`src/rtl/sram_arbiter_2x1_pkg.sv`:
```
`default_nettype none
// ============================================================================
//  Module   : sram_arbiter_2x1_pkg
//  Purpose  : Shared widths, master index encodings and the SRAM command
//             bundle used by the two-master data-SRAM arbiter.
//  Contents : XLEN        - data/address width of the CPU data path
//             ARB_M0/M1   - master index encodings (also the prio encoding)
//             sram_cmd_t  - write-enable/address/write-data bundle
//             is_read()   - classifies an access from its byte enables
//  Revision : 1.0 - initial release
// ============================================================================
package sram_arbiter_2x1_pkg;

   localparam int   XLEN   = 32;
   localparam logic ARB_M0 = 1'b0;
   localparam logic ARB_M1 = 1'b1;

   typedef struct packed {
      logic [3:0]      wen;
      logic [XLEN-1:0] addr;
      logic [XLEN-1:0] wdata;
   } sram_cmd_t;

   // An access with no byte enables set is a read.
   function automatic logic is_read(input logic [3:0] wen);
      return (wen == 4'b0000);
   endfunction

endpackage : sram_arbiter_2x1_pkg
`default_nettype wire

```
`src/rtl/sram_arbiter_2x1_rr_arb2.sv`:
```
`default_nettype none
// ============================================================================
//  Module   : rr_arb2
//  Purpose  : Two-requester arbiter. Grant is purely combinational from the
//             requests and the current priority; it also produces the
//             priority value to be registered for the next cycle.
//  Ports    : i_enable   - grants are forced to zero when low
//             i_req[1:0] - request per master (bit index = master index)
//             i_prio     - master favoured on a tie (round-robin mode)
//             o_gnt[1:0] - one-hot or zero grant
//             o_prio_nxt - priority for the next cycle
//  Revision : 1.0 - initial release
// ============================================================================
module rr_arb2
   import sram_arbiter_2x1_pkg::*;
#(
   parameter int FIXED_PRIO = 0
) (
   input  logic       i_enable,
   input  logic [1:0] i_req,
   input  logic       i_prio,
   output logic [1:0] o_gnt,
   output logic       o_prio_nxt
);

   logic w_tie_winner;

   // Fixed-priority mode ignores the rotating priority entirely.
   if (FIXED_PRIO != 0) begin : g_fixed
      assign w_tie_winner = ARB_M0;
   end else begin : g_rr
      assign w_tie_winner = i_prio;
   end

   always_comb begin
      o_gnt = 2'b00;
      if (i_enable) begin
         case (i_req)
            2'b01:   o_gnt = 2'b01;
            2'b10:   o_gnt = 2'b10;
            2'b11:   o_gnt = (w_tie_winner == ARB_M1) ? 2'b10 : 2'b01;
            default: o_gnt = 2'b00;
         endcase
      end
   end

   // After a grant the other master becomes favoured; idle cycles keep it.
   always_comb begin
      o_prio_nxt = i_prio;
      if (o_gnt[0]) begin
         o_prio_nxt = ARB_M1;
      end else if (o_gnt[1]) begin
         o_prio_nxt = ARB_M0;
      end
   end

endmodule : rr_arb2
`default_nettype wire

```
`src/rtl/sram_arbiter_2x1.sv`:
```
`default_nettype none
// ============================================================================
//  Module   : sram_arbiter_2x1
//  Purpose  : Shares the single-port data SRAM between m0 (CPU data path)
//             and m1 (DMA / debug loader). At most one access per cycle;
//             the 1-cycle-latency read data is returned to the master that
//             issued the read.
//  Ports    : clk, reset            - clock, synchronous active-high reset
//             mX_req/wen/addr/wdata - master request and controls
//             mX_gnt                - access performed this cycle
//             mX_rvalid/rdata       - read response, one cycle after gnt
//             data_sram_*           - SRAM-side enable, controls, read data
//  Revision : 1.0 - initial release
// ============================================================================
module sram_arbiter_2x1
   import sram_arbiter_2x1_pkg::*;
#(
   parameter int FIXED_PRIO = 0
) (
   input  logic            clk,
   input  logic            reset,
   input  logic            m0_req,
   input  logic [3:0]      m0_wen,
   input  logic [XLEN-1:0] m0_addr,
   input  logic [XLEN-1:0] m0_wdata,
   output logic            m0_gnt,
   output logic            m0_rvalid,
   output logic [XLEN-1:0] m0_rdata,
   input  logic            m1_req,
   input  logic [3:0]      m1_wen,
   input  logic [XLEN-1:0] m1_addr,
   input  logic [XLEN-1:0] m1_wdata,
   output logic            m1_gnt,
   output logic            m1_rvalid,
   output logic [XLEN-1:0] m1_rdata,
   output logic            data_sram_en,
   output logic [3:0]      data_sram_wen,
   output logic [XLEN-1:0] data_sram_addr,
   output logic [XLEN-1:0] data_sram_wdata,
   input  logic [XLEN-1:0] data_sram_rdata
);

   logic       prio_q;
   logic       prio_d;
   logic [1:0] rd_owner_q;
   logic [1:0] rd_owner_d;

   logic [1:0] w_gnt;
   logic       w_arb_en;
   sram_cmd_t  w_cmd;

   assign w_arb_en = ~reset;

   rr_arb2 #(
      .FIXED_PRIO (FIXED_PRIO)
   ) u_arb (
      .i_enable   (w_arb_en),
      .i_req      ({m1_req, m0_req}),
      .i_prio     (prio_q),
      .o_gnt      (w_gnt),
      .o_prio_nxt (prio_d)
   );

   assign m0_gnt = w_gnt[0];
   assign m1_gnt = w_gnt[1];

   // Controls of the granted master; all zero when nobody is granted.
   always_comb begin
      w_cmd = '0;
      if (w_gnt[0]) begin
         w_cmd = '{wen: m0_wen, addr: m0_addr, wdata: m0_wdata};
      end else if (w_gnt[1]) begin
         w_cmd = '{wen: m1_wen, addr: m1_addr, wdata: m1_wdata};
      end
   end

   assign data_sram_en    = |w_gnt;
   assign data_sram_wen   = w_cmd.wen;
   assign data_sram_addr  = w_cmd.addr;
   assign data_sram_wdata = w_cmd.wdata;

   // Remember which master (if any) owns the data coming back next cycle.
   always_comb begin
      rd_owner_d = {w_gnt[1] & is_read(m1_wen), w_gnt[0] & is_read(m0_wen)};
   end

   always_ff @(posedge clk) begin
      if (reset) begin
         prio_q     <= ARB_M0;
         rd_owner_q <= 2'b00;
      end else begin
         prio_q     <= prio_d;
         rd_owner_q <= rd_owner_d;
      end
   end

   // A read granted just before reset loses its response, so the valids
   // are also masked while reset is high.
   assign m0_rvalid = rd_owner_q[0] & ~reset;
   assign m1_rvalid = rd_owner_q[1] & ~reset;
   assign m0_rdata  = m0_rvalid ? data_sram_rdata : '0;
   assign m1_rdata  = m1_rvalid ? data_sram_rdata : '0;

endmodule : sram_arbiter_2x1
`default_nettype wire

```
`config.mk`:
```
export PLATFORM = sky130hd
export DESIGN_NAME = sram_arbiter_2x1
export DESIGN_NICKNAME = d
export VERILOG_FILES = /design/src/rtl/sram_arbiter_2x1_pkg.sv /design/src/rtl/sram_arbiter_2x1_rr_arb2.sv /design/src/rtl/sram_arbiter_2x1.sv
export SDC_FILE = /design/constraint.sdc
export NUM_CORES = 1
export LEC_CHECK = 0
export ABC_AREA = 0
export CAP_MARGIN = 20
export CORE_AREA = 2 2 120 122
export DETAILED_ROUTE_END_ITERATION = 12
export DIE_AREA = 0 0 122 124
export DONT_BUFFER_PORTS = 1
export PLACE_DENSITY = 0.3
export SLEW_MARGIN = 20
export SYNTH_ARGS = -nofsm -noshare
export SYNTH_HDL_FRONTEND = slang
export SYNTH_SLANG_ARGS = --single-unit
```
`constraint.sdc`:
```
create_clock -name clk -period 3.7 [get_ports clk]
set_input_delay 0.74 -clock clk [delete_from_list [all_inputs] [get_ports clk]]
set_output_delay 0.74 -clock clk [all_outputs]
set_load 0.1 [all_outputs]
```
==> impl_metrics.toml <==
[floorplan]
rows = 43
die_x_um = 122
initial_utilization_pct = 9.76
design.portCount = 309
die-area_um2 = 15100
die_y_um = 124
core_area_um2 = 13700

[layout]
diodes = 0
drive_gt1_share_pct = 50.3
n_fill_cell = 1541
syn_to_final_growth_pct = 88.0
stdcell_area_um2 = 2520
nets = 463
final-instance-count-excl-fill = 470

[power]
internal_power_w = 0.000286
p_leak_nw = 1.26
switchingPower_w = 0.000483
switching_share_pct = 62.8
comb_power_share_pct = 73.6
power.density_nw_per_um2 = 305
ir_worst_vdd_mv = 0.129
pwr-share-clk_pct = 22.0
pwr-share-seq_pct = 4.5

[timing]
fin_skew_ps = 1.13
worstMarginPinSlew_ps = 848
fmax_ghz = 0.344
finalSetupViolations = 0
fin_crit_sh_pct = 78.6
finalSetupTns_ps = 0
hold_violations = 0
grt_setup_unrepaired = "false"
relSlewSlack_pct = 43.5
setup_slack_ps = 793
fin_crit_ps = 2910
drv_slew = 0

[global_route]
busiest_layer = "met2"
gr-usage-met2_pct = 14.0
grt_remaining_overflow = 0
grt_start_max_net_pins = 71
use_met1_pct = 7.16
grt_util_met3_pct = 1.79
grt_util_all_layers_pct = 7.14
first_global_vias = 1670
grt_pass1_wl_um = 8470
grt_antenna_before_repair = 0

[routing]
wirelength_um = 6790
detail-route-antenna-nets = 0
drc = 0
dr_total_vias = 1855
drt-vias-per-instance = 3.95
avgRoutedWirePerCell_um = 14.4
first_pass_iters = 4
drtIter0Drc = 81

[worst_hold_path]
min_path_type = "reg2reg"
hold_path_startpoint = "prio_q"
min_to = "prio_q"
holdPathStages = 2

[worst_setup_path]
required_ps = 2960
crit_arrival_ps = 2170
crit_path_cell_trace = "and3b_4 -> a22o_1 -> buf_4"
rrSetupSlack_ps = 2110
r2r_end = "rd_owner_q[1]"
reg2reg_from = "prio_q"
crit_buf_inv = 1
slowest_stage = "and3b_4"
end_kind = "primary output"
ff2ff_path_depth = 3
cp_slowest_stage_delay_ps = 790
path_max_fanout = 70
cp_top_family = "simple AND/OR/NAND/NOR gates"
critical_path_class = "in2out"
critPathLaunchType = "primary input"

[logic_synthesis]
syn-cell-area_um2 = 1340
synth_commonest_cells = "a22o_1, and2_1, buf_6"
ys_ff_latch = 3
avgSynthCellArea_um2 = 7.88
syn_inst = 170
synth_edf_count = 0
synth_ff_type = "dfxtp_1"
synth.most_common_cell = "a22o_1"
synth_top_cell_by_area = "a22o_1"
synthArstFlopShare_pct = 0
ys_top_cells_by_area = "a22o_1, and2_1, buf_6"
synth_top_area_share_pct = 44.5
synth_cell_types = 14
yosys_warnings = 0
synth_seq_area_share_pct = 4.49
synthesis.nets = 342

[placement]
placed_area_um2 = 2440
io_buffers = 0
dp_slack_ps = 819
post-place-cells = 466
gp_congestion = 0.851
hpwl_um = 5740

[clock_network]
post_cts_buffers = 0
clock_latency_ps = 220
tritoncts = "yes"
h-tree-depth = 1
clock_sinks = 3
numCtsBuffers = 3
cts_resized = 0
root_buffer = "clkbuf_16"
ctsHoldBuffers = 0
clock_path_buffers = 2
clk_pin_slew_ps = 30

[run]
drv_cap = 0

[run_status]
status = "finished, final reports clean"
==> layout by cell type (no fill, tap or decap), drive strengths merged <==
master | netlist | layout
a211oi | 1 | 1
a21oi | 1 | 1
a22o | 68 | 68
and2 | 66 | 66
and3b | 1 | 1
buf | 15 | 137
clkbuf | 6 | 4
dfxtp | 3 | 3
inv | 1 | 1
nand2b | 2 | 2
nor2 | 2 | 2
nor2b | 2 | 2
nor4 | 2 | 2
==> cell type report <==
type / count / area (um2) / share of cell area, %
well taps: 180 / 225 / 8.95
flip-flops and latches: 3 / 60.1 / 2.39
repair buffers: 137 / 1040 / 41.4
clock buffers: 4 / 78.8 / 3.13
multi-input cells: 145 / 1110 / 44.0
inverters: 1 / 3.75 / 0.149
==> per-layer routing <==
layer / vias to the layer above / share of wire (%)
met5: - / 0
met4: 0 / 2.7
met3: 10 / 11
met2: 149 / 54
met1: 826 / 32
li1: 870 / -
==> metrics by stage <==
stage          hold WS [ps]  power, W  utilization [%]
2_1_floorplan           484  0.000527                -
3_3_place_gp            509  0.000601             17.8
3_5_place_dp            518  0.000601             17.8
4_1_cts                 523  0.000774             18.3
5_1_grt                 543  0.000789             18.3
6_report                518  0.000769             18.3
==> power groups by stage <==
stage               sequential (W)  combinational, W  clock (W)
floorplan                0.0000348          0.000492          0
global placement         0.0000349          0.000566          0
detailed placement       0.0000349          0.000567          0
CTS                      0.0000345          0.000567   0.000172
global route             0.0000346          0.000578   0.000177
finish                   0.0000345          0.000565   0.000169
==> worst max-delay path by stage <==
stage | slack, ps | cells past startpoint | startpoint | end
after floorplan | 140 | 3 | reset | m0_rdata[22]
after global placement | 840 | 3 | reset | data_sram_wdata[23]
after detailed placement | 820 | 3 | reset | data_sram_wdata[19]
after CTS | 820 | 3 | reset | data_sram_wdata[19]
after global routing | 730 | 4 | m0_req | data_sram_wdata[23]
final | 790 | 3 | reset | data_sram_wdata[23]
==> cells by family after synthesis <==
| logic type | share of synthesized area [%] |
|---|---|
| AO/OA/AOI/OAI | 46.4 |
| buffers and inverters | 14.3 |
| flip-flops | 4.49 |
| AND/OR/NAND/NOR | 34.9 |
==> flip-flops by register name, summed over array words and instances (netlist names) <==
name        cells
rd_owner_q      2
prio_q          1
==> worst register-to-register path, stage by stage (launching register included) <==
cell and delay, ps:
dfxtp_1 370, nand2b_1 150, and3b_4 710, and2_1 300
No activity file was read; power rests on OpenSTA's default activity.
